===== src/rtl/fams_glyph_pkg.sv =====
// rtl/fams_glyph_pkg.sv - shared constants and FSM state type for the glyph scanner
package fams_glyph_pkg;

  localparam int   GLYPH_W = 8;
  localparam int   GLYPH_H = 16;
  localparam int   N_GLYPH = 10;
  localparam int   ADDR_W  = 7;
  localparam logic BLANK   = 1'b0;

  typedef enum logic [1:0] {
    IDLE  = 2'd0,
    PRIME = 2'd1,
    RUN   = 2'd2,
    FLUSH = 2'd3
  } scan_state_e;

endpackage


===== src/rtl/glyph_skid.sv =====
// rtl/glyph_skid.sv - one-entry skid buffer holding the ROM bit in flight when the consumer stalls
module glyph_skid (
  input  logic clk_i,
  input  logic rst_ni,
  input  logic clear_i,
  input  logic stall_i,
  input  logic valid_i,
  input  logic data_i,
  output logic valid_o,
  output logic data_o
);

  logic valid_q, valid_d;
  logic data_q, data_d;

  // Capture only on the first stalled edge; drain on any edge the pipeline advances.
  always_comb begin
    valid_d = valid_q;
    data_d  = data_q;
    if (clear_i) begin
      valid_d = 1'b0;
    end else if (stall_i) begin
      if (!valid_q && valid_i) begin
        valid_d = 1'b1;
        data_d  = data_i;
      end
    end else begin
      valid_d = 1'b0;
    end
  end

  always_ff @(posedge clk_i or negedge rst_ni) begin
    if (!rst_ni) begin
      valid_q <= 1'b0;
      data_q  <= 1'b0;
    end else begin
      valid_q <= valid_d;
      data_q  <= data_d;
    end
  end

  assign valid_o = valid_q;
  assign data_o  = data_q;

endmodule


===== src/rtl/glyph_scan_ctrl.sv =====
// rtl/glyph_scan_ctrl.sv - scans one glyph ROM in raster order and streams its pixels with consumer stall
module glyph_scan_ctrl
  import fams_glyph_pkg::*;
#(
  parameter int GLYPH_W = fams_glyph_pkg::GLYPH_W,
  parameter int GLYPH_H = fams_glyph_pkg::GLYPH_H,
  parameter int N_GLYPH = fams_glyph_pkg::N_GLYPH
) (
  input  logic                clock,
  input  logic                rst_n,
  input  logic                start,
  input  logic [3:0]          digit,
  input  logic                hold,
  output logic [ADDR_W-1:0]   rom_addr,
  input  logic [N_GLYPH-1:0]  rom_q,
  output logic                pix,
  output logic                pix_valid,
  output logic [3:0]          pix_row,
  output logic [2:0]          pix_col,
  output logic                busy,
  output logic                done
);

  localparam logic [ADDR_W-1:0] LAST_ADDR = ADDR_W'(GLYPH_W * GLYPH_H - 1);
  localparam logic [3:0]        LAST_ROW  = 4'(GLYPH_H - 1);
  localparam logic [2:0]        LAST_COL  = 3'(GLYPH_W - 1);

  scan_state_e       state_q, state_d;
  logic [ADDR_W-1:0] rom_addr_q, rom_addr_d;
  logic              rq_v_q, rq_v_d;
  logic [3:0]        digit_q, digit_d;
  logic              dig_ok_q, dig_ok_d;
  logic              pix_q, pix_d;
  logic              pv_q, pv_d;
  logic [3:0]        row_q, row_d;
  logic [2:0]        col_q, col_d;
  logic              busy_q, busy_d;
  logic              done_q, done_d;

  logic stall;
  logic rom_bit;
  logic skid_v, skid_bit;
  logic src_v, src_bit;
  logic last_out;

  assign stall    = hold & pv_q;
  assign rom_bit  = dig_ok_q ? rom_q[digit_q] : BLANK;
  assign src_v    = skid_v | rq_v_q;
  assign src_bit  = skid_v ? skid_bit : rom_bit;
  assign last_out = pv_q & ~hold & (row_q == LAST_ROW) & (col_q == LAST_COL);

  glyph_skid u_skid (
    .clk_i   (clock),
    .rst_ni  (rst_n),
    .clear_i (state_q == IDLE),
    .stall_i (stall),
    .valid_i (rq_v_q),
    .data_i  (rom_bit),
    .valid_o (skid_v),
    .data_o  (skid_bit)
  );

  // rq_v_q marks that rom_q holds a pixel not yet moved into pix or the skid buffer.
  always_comb begin
    state_d    = state_q;
    rom_addr_d = rom_addr_q;
    rq_v_d     = rq_v_q;
    digit_d    = digit_q;
    dig_ok_d   = dig_ok_q;
    pix_d      = pix_q;
    pv_d       = pv_q;
    row_d      = row_q;
    col_d      = col_q;
    busy_d     = busy_q;
    done_d     = 1'b0;

    unique case (state_q)
      IDLE: begin
        rom_addr_d = '0;
        rq_v_d     = 1'b0;
        if (start) begin
          state_d  = PRIME;
          busy_d   = 1'b1;
          digit_d  = digit;
          dig_ok_d = int'(digit) < N_GLYPH;
        end
      end
      PRIME: begin
        rom_addr_d = rom_addr_q + ADDR_W'(1);
        rq_v_d     = 1'b1;
        state_d    = RUN;
      end
      RUN: begin
        rq_v_d = 1'b1;
        if (!stall) begin
          if (rom_addr_q == LAST_ADDR) begin
            state_d = FLUSH;
          end else begin
            rom_addr_d = rom_addr_q + ADDR_W'(1);
          end
        end
      end
      FLUSH: begin
        rq_v_d = rq_v_q & skid_v;
      end
      default: state_d = IDLE;
    endcase

    if ((state_q == RUN || state_q == FLUSH) && !stall) begin
      if (src_v) begin
        pix_d = src_bit;
        pv_d  = 1'b1;
        if (pv_q) begin
          if (col_q == LAST_COL) begin
            col_d = '0;
            row_d = row_q + 4'd1;
          end else begin
            col_d = col_q + 3'd1;
          end
        end
      end else begin
        pv_d = 1'b0;
      end
    end

    if (state_q == FLUSH && last_out) begin
      state_d    = IDLE;
      busy_d     = 1'b0;
      done_d     = 1'b1;
      pv_d       = 1'b0;
      pix_d      = BLANK;
      row_d      = '0;
      col_d      = '0;
      rom_addr_d = '0;
    end
  end

  always_ff @(posedge clock or negedge rst_n) begin
    if (!rst_n) begin
      state_q    <= IDLE;
      rom_addr_q <= '0;
      rq_v_q     <= 1'b0;
      digit_q    <= '0;
      dig_ok_q   <= 1'b0;
      pix_q      <= 1'b0;
      pv_q       <= 1'b0;
      row_q      <= '0;
      col_q      <= '0;
      busy_q     <= 1'b0;
      done_q     <= 1'b0;
    end else begin
      state_q    <= state_d;
      rom_addr_q <= rom_addr_d;
      rq_v_q     <= rq_v_d;
      digit_q    <= digit_d;
      dig_ok_q   <= dig_ok_d;
      pix_q      <= pix_d;
      pv_q       <= pv_d;
      row_q      <= row_d;
      col_q      <= col_d;
      busy_q     <= busy_d;
      done_q     <= done_d;
    end
  end

  assign rom_addr  = rom_addr_q;
  assign pix       = pix_q;
  assign pix_valid = pv_q;
  assign pix_row   = row_q;
  assign pix_col   = col_q;
  assign busy      = busy_q;
  assign done      = done_q;

endmodule


===== config.mk =====
export PLATFORM = sky130hd
export DESIGN_NAME = glyph_scan_ctrl
export DESIGN_NICKNAME = d
export VERILOG_FILES = /design/src/rtl/fams_glyph_pkg.sv /design/src/rtl/glyph_skid.sv /design/src/rtl/glyph_scan_ctrl.sv
export SDC_FILE = /design/constraint.sdc
export NUM_CORES = 1
export LEC_CHECK = 0
export CAP_MARGIN = 20
export CELL_PAD_IN_SITES_DETAIL_PLACEMENT = 0
export CELL_PAD_IN_SITES_GLOBAL_PLACEMENT = 1
export CORE_UTILIZATION = 34
export CTS_CLUSTER_DIAMETER = 30
export CTS_CLUSTER_SIZE = 25
export DETAILED_ROUTE_END_ITERATION = 10
export HOLD_SLACK_MARGIN = 0.05
export PLACE_DENSITY = 0.84
export SYNTH_ARGS = -nofsm -noshare
export SYNTH_HDL_FRONTEND = slang
export SYNTH_SLANG_ARGS = --single-unit

===== constraint.sdc =====
create_clock -name clock -period 1.92 [get_ports clock]
set_input_delay 0.384 -clock clock [delete_from_list [all_inputs] [get_ports clock]]
set_output_delay 0.384 -clock clock [all_outputs]
set_load 0.1 [all_outputs]

==> results.txt, run 1 <==
* Relative slew margins: 72.77%
* Cell breakdown of the critical path: inv_2 > ha_2 > buf_6 > nor3_4 > a31oi_1 > buf_4 > a21oi_4 > or4_1 > nand3_1
- DRC errors left: 0
- Summing over every cut layer, the via total after detailed routing is 1332.
- Synthesized instance count: 146
- Setup crit end kind: flip-flop
- Ranking of synthesized cells by area: sky130_fd_sc_hd__dfrtp_1 (46%), sky130_fd_sc_hd__ha_1 (6.6%), sky130_fd_sc_hd__mux2_2 (5.9%)
- Summed over all layers, the routed wires come to 3.731 mm.
- Avg WL per Cell: 14.92 um
* Number of clock buffers inserted by TritonCTS: 3
- Number of antenna cells inserted: 0
* Clock insertion delay at the later pin of the skew report: 280 ps
- Port buffering added 35 buffers.
- Setup violations remaining at the end of the flow were counted as 0.
- After layout, the worst setup slack is 55.44 ps.
- Clock Pin Slew Worst Setup and Hold Paths: around 90 ps
* EDFF count, synth: 0
* Share of final-layout standard cells stronger than drive strength 1: between 30% and 40%
* Hold WC Path Type: input pin to async pin
- Number of buffers on the longest clock path: 2
- Number of global-route vias before repair: 1384
- Entering global routing, the biggest net connects 29 pins.
- For the pin with the worst max-slew slack, the measured transition is 402.8 ps.
- The pre-antenna-repair detailed-routing pass consisted of 4 iterations.
- Count of final hold-check violations: 0
- The tree is rooted in a sky130_fd_sc_hd__clkbuf_8.
* Final Skew: 1.559 ps
- Die extent in y: 68.81 um
- The most used flip-flop cell after synthesis is sky130_fd_sc_hd__dfrtp_1.
- On the critical path, the stage with the largest delay is an instance of sky130_fd_sc_hd__dfrtp_1.
- For this run, the share of the core covered by cells in the final layout is between 50% and 60%.
- The die covers roughly 4700 sq um.
* Standard cell core area: around 4100 sq um
- The tool flagged a number of max-cap violations equal to 0.
- Endpoint required time on the critical path: roughly 2100 ps
* Row Count: 23
* Time the final worst path needs with I/O delays and setup: about 1900 ps
- The first global-routing pass estimated 6.161 mm of wire.
- STA classifies the critical path startpoint as a flip-flop.
* Peak per-stage delay on the critical path: 430 ps
- Derived from the worst setup path, the maximum achievable clock frequency is 0.5363 GHz.
* Worst path arrival time: 2080 ps
- Half-perimeter wire length of the detailed placement result: 2.772 mm
- Worst reg-to-reg setup slack: 60 ps
- The synthesized netlist occupies a cell area of 1518 sq um.
* Area fraction of the dominant cell type after synthesis: 46.17%
- Library cell with the largest summed area after synthesis: sky130_fd_sc_hd__dfrtp_1
- Setup repair after global routing could not meet its margin everywhere.
- Unique cell type count in the Yosys netlist: 39
- The worst setup path is of the flip-flop to flip-flop kind.
* FF-to-FF Start: state_q[0]
- Top fanout value on the critical path: 5
* Beginning of the critical path: state_q[0]
* Leading cell type by number of instances after synthesis: sky130_fd_sc_hd__dfrtp_1
- Hold buffer count at CTS: 0
- Sequential cells were found to cover a little under half of the synthesized design area.
- The clock drives 28 sinks.
- Number of DRC markers in iteration 0: about 100
* Routability cong.: 0.8011
- Area growth syn-to-layout: 55.56%
- Effective utilization at floorplan: 36.62%
- Warnings, synthesis: 0
* Synthesized area per cell: between 10 and 15 sq um
- H-tree levels: 1
* Mapped Nets: 172
- Die X-Extent: about 70 um
- Via/cell ratio: roughly 5.3
- After synthesis the netlist holds a flip-flop and latch count of 28.
- Final Max Tran Viols: 0
- Pin placement for this block handled 36 I/O pins.
- Antenna-violating nets left: 0
- The run finished with clean final reports.
* Post-layout nets: 227
* GRT overflow: 0
- Fraction of the cycle the final worst path needs: 97.11%
- TritonCTS built the clock tree.
- OpenSTA, run right after detailed placement, puts the worst setup slack at -278.2 ps.
- FFs w/ async S/R, synth: 100.0%
- Antenna violations before repair: 0
- Synth top cells by count: sky130_fd_sc_hd__dfrtp_1 (28), sky130_fd_sc_hd__nand2_1 (12), sky130_fd_sc_hd__o21ai_0 (12)
- All-layer global routing usage: 17.95%
[cells in the final DEF (no fill, tap or decap), drive strengths merged, types with 2 or more instances in the layout]
cell type      instances
mux2                   8
and2                   2
a31oi                  2
inv                    9
ha                     8
nor3                   3
nor2b                  3
buf                   35
nand3                  8
clkbuf                 3
a32o                   2
o31ai                  4
nand2b                 2
dfrtp                 28
nand2                 12
nor2                   9
nor4b                  2
clkdlybuf4s50         17
a21oi                  6
nand4                  3
o21ai                 12
and3                   3
a221oi                 2
o211ai                 2
[per-stage QoR]
stage | hold WS [ps] | cell area [sq um] | instances | TNS (ps)
2_1_floorplan | 88.41 | 1590 | 146 | -65.58
3_3_place_gp | 480.7 | 2251 | 245 | -1758
3_5_place_dp | 504.9 | 2251 | 245 | -2529
4_1_cts | 489.5 | 2325 | 249 | 0
5_1_grt | 504.7 | 2361 | 250 | -7.744
6_report | 470.8 | 2361 | 250 | 0
[layout make-up]
type / instances / area, sq um
clock buffers: 3 / 41.29
clock inverters: 1 / 30.03
fillers: 356 / 1783
inverters: 10 / 50.05
multi-input cells: 106 / 814.5
flip-flops and latches: 28 / 734.5
well taps: 50 / 62.56
repair buffers: 52 / 628.1
[sequential cells by signal (all words and copies together) (netlist names)]
| name | cells |
|---|---|
| state_q | 2 |
| busy | 1 |
| dig_ok_q | 1 |
| digit_q | 4 |
| rq_v_q | 1 |
| pix_row | 4 |
| u_skid.valid_o | 1 |
| pix_col | 3 |
| done | 1 |
| rom_addr | 7 |
| pix | 1 |
| u_skid.data_o | 1 |
| pix_valid | 1 |
[worst paths after layout]
kind,end,cells after the start
setup / recovery,rom_addr[4],9
hold reg to reg,busy,2
min in group clock,busy,2
max in group asynchronous,pix_col[0],2
hold / removal,rom_addr[5],2
setup reg to reg,rom_addr[4],9
[cells by family (layout without fill, tap and decap cells)]
| group | count (synthesis) | in the layout | share of synthesized area [%] |
|---|---|---|---|
| AOI/OAI and AO/OA | 35 | 35 | 15.75 |
| muxes | 10 | 10 | 8.079 |
| buffers and inverters | 12 | 66 | 4.287 |
| xor gates and xnor gates | 1 | 1 | 0.5772 |
| and+or+nand+nor | 52 | 52 | 18.55 |
| DFF | 28 | 28 | 46.17 |
| adders and majority gates | 8 | 8 | 6.595 |
[what timing repair did]
| action | 4_1_cts | 5_1_grt |
|---|---|---|
| endpoints found under the setup margin | 4 | 14 |
| resized for setup | 2 | 9 |
| pin swaps | 0 | 2 |
| buffers inserted | 0 | 1 |
| cloned | 0 | 0 |
[critical path, delay by kind of cell, from the launching register on]
family,cells,cell delay (ps)
buffers and inverters,3,390
AOI/OAI and AO/OA,2,230
DFF,1,430
and+or+nand+nor,3,540
adders and majority gates,1,200
[layer usage]
metal | part of all wire [%] | GRT usage (%) | vias to the layer above
met4 | 1.2 | 6.633 | 0
met2 | 51 | 31.00 | 21
li1 | - | - | 648
met5 | 0 | 0 | -
met3 | 3.0 | 3.618 | 4
met1 | 44 | 21.96 | 659
Power of run 1 is left out: the tool's default activity adds up to more than one toggle a clock period on the data nets, which glitch-free logic cannot reach.
==> run 2, diff against run 1 <==
--- a/config.mk
+++ b/config.mk
@@ -8,6 +8,7 @@
 export CAP_MARGIN = 20
 export CELL_PAD_IN_SITES_DETAIL_PLACEMENT = 0
 export CELL_PAD_IN_SITES_GLOBAL_PLACEMENT = 1
+export CORE_MARGIN = 4
 export CORE_UTILIZATION = 34
 export CTS_CLUSTER_DIAMETER = 30
 export CTS_CLUSTER_SIZE = 25
==> run 2 against run 1 <==
Via count fell by 2.6%. Worst hold slack improved by 3.2 ps. Core utilization fell by 3.3 points. Die area rose by 18%. Critical path depth fell by 3. Flip-flop and latch count did not move. Critical path type unchanged.
==> results.txt, run 2 (synthesized netlist as in run 1, its figures left out) <==
- Share of final-layout standard cells stronger than drive strength 1: 38.07% (-1.4 points)
- Fraction of the cycle the final worst path needs: 97.09% (about the same)
* GRT overflow: 0 (unchanged)
* Most used cells in the layout excluding fill and tap cells: sky130_fd_sc_hd__clkdlybuf4s50_1 (17), sky130_fd_sc_hd__buf_12 (16), sky130_fd_sc_hd__dfrtp_1 (15), sky130_fd_sc_hd__buf_4 (15), sky130_fd_sc_hd__o21ai_0 (11)
* Standard cell core area: 4324 sq um (+4.3%)
* Max-cap check violation count: 0 (unchanged)
- STA classifies the critical path endpoint as a flip-flop.
* Highest clock rate: 0.5364 GHz (about the same)
- Number of DRC markers in iteration 0: 46 (-54%)
- Number of flip-flops under the largest register name: 7 (unchanged)
* Endpoint required time on the critical path: 2130 ps (about the same)
- The worst clock skew came to 2.010 ps (+0.4512 ps).
- The overall die width came to 74.81 um (+8.7%).
- In this run the critical register-to-register path is launched from rom_addr[0].
- The final design utilization is 53.65% (-3.3 points).
* Relative slew margins: 68.50% (-4.3 points)
- The data arrival time of the worst path came to 2070 ps (about the same).
* Clock Pin Slew Worst Setup and Hold Paths: 90 ps (about the same)
- The effective utilization at floorplan came to 35.10% (-1.5 points).
* Hold WC Path Type: input pin to async pin
* Routability cong.: 0.8108 (+1.2%)
- The post-detailed-placement half-perimeter wirelength is 2.899 mm (+4.6%).
- The maximum fanout count along the critical path was 6 (+1).
- Wire length of the first global-routing pass: 5.975 mm (-3.0%)
- The detailed-route vias per instance is 5.213 (-2.2%).
- Avg WL per Cell: 14.64 um (-1.9%)
- The height of the chip was 74.81 um (+8.7%).
- The number of buffers inserted by post-CTS setup repair is 0 (unchanged).
* Post-layout nets: 224 (-1.3%)
* Port-buffer cells: 35 (unchanged)
* Wire length after detailed routing: 3.646 mm (-2.3%)
- Leaving out fill and tap cells, the most frequent cell in the layout is sky130_fd_sc_hd__clkdlybuf4s50_1.
* TritonCTS clock tree: built
* Count of final setup violators: 0 (unchanged)
- The area growth from synthesis to layout is 52.84%.
- The logic depth of the worst register-to-register path is 6 (-3).
- Clock insertion delay at the later pin of the skew report: 270 ps (about the same)
* Count of final hold-check violations: 0 (unchanged)
* Startpoint-to-endpoint class of the critical path: flip-flop to flip-flop
- The number of search-and-repair iterations in the first detailed-routing pass came to 4 (unchanged).
- Top Ports: 36 (unchanged)
- Antenna violations before repair: 0 (unchanged)
- Number of buffers on the longest clock path: 2 (unchanged)
- The detailed-route DRC error count is 0 (unchanged).
- Launching element type of the critical path: flip-flop
- The minimum period implied by the final worst setup slack came to 1864 ps (-0.3815 ps).
* Worst reg-to-reg setup slack: 60 ps (about the same)
- Pin count of the biggest net entering global routing: 29 (unchanged)
- Setup TNS: 0 ps (unchanged)
- Setup repair after global routing missed its margin: no
- The worst register-to-register path ends at rom_addr[4].
- Antenna-violating nets left: 0 (unchanged)
- Number of global-route vias before repair: 1338 (-3.3%)
- Slew of the pin with the lowest slew margin: 465.9 ps (+63.11 ps)
- The area of the die was 5597 sq um (+18%).
* Status: completed
- All-layer global routing usage: 13.95% (-4.0 points)
- The number of placement rows was 24 (+4.3%).
- CTS placed an instance of sky130_fd_sc_hd__clkbuf_8 at the clock tree root.
* Number of clock sinks: 28 (unchanged)
- Final Max Tran Viols: 0 (unchanged)
- The via count of the routed design was 1298 (-2.6%).
- H-tree levels: 1 (unchanged)
* Number of clock buffers inserted by TritonCTS: 3 (unchanged)
- The count of antenna diodes in the layout was 0 (unchanged).
run 2: worst max-delay path by stage:
stage | from | endpoint | depth (start not counted)
6_report | rom_addr[0] | rom_addr[4] | 6
5_1_grt | state_q[0] | rom_addr[4] | 7
4_1_cts | state_q[0] | pix_col[0] | 7
3_5_place_dp | hold | rom_addr[4] | 7
3_3_place_gp | hold | pix_row[1] | 7
2_1_floorplan | pix_col[0] | rom_addr[4] | 9
run 2: what timing repair did:
item	in CTS	in global routing
hold buffers	0	0
pin swaps	0	0
setup endpoints to repair	6	11
cloned	0	0
gates resized for setup	2	5
run 2: layout make-up:
| cell class | instances | area, sq um |
|---|---|---|
| clock buffers | 4 | 55.05 |
| fillers | 391 | 2004 |
| inverters | 10 | 50.05 |
| multi-input cells | 106 | 800.8 |
| flip-flops and latches | 28 | 734.5 |
| well taps | 52 | 65.06 |
| repair buffers | 49 | 614.3 |
run 2: per-stage QoR:
stage	std cells	setup WS [ps]	hold slack, ps	area (sq um)
floorplan	146	-65.58	88.41	1590
global placement	245	-147.0	483.5	2251
detailed placement	245	-263.0	491.1	2251
CTS	249	45.71	486.2	2311
global route	249	3.332	517.0	2320
finish	249	55.82	473.9	2320
run 2: critical path, cell delays in order, from the launching register on:
cell and delay (ps):
sky130_fd_sc_hd__dfrtp_4 520, sky130_fd_sc_hd__ha_1 250, sky130_fd_sc_hd__and4_2 270, sky130_fd_sc_hd__nand4_1 170, sky130_fd_sc_hd__a21oi_4 80, sky130_fd_sc_hd__or4_1 420, sky130_fd_sc_hd__nand3_1 90
run 2: layer usage:
| metal | vias up | part of all wire, % | global-route usage (%) | wire length [um] |
|---|---|---|---|---|
| li1 | 639 | - | - | - |
| met2 | 34 | 51 | 24.10 | 1862 |
| met4 | 0 | 2.3 | 5.929 | 85 |
| met5 | - | 0 | 0 | 0 |
| met1 | 617 | 43 | 17.00 | 1568 |
| met3 | 8 | 3.6 | 2.670 | 130 |
Power of run 2 is left out for the same reason.
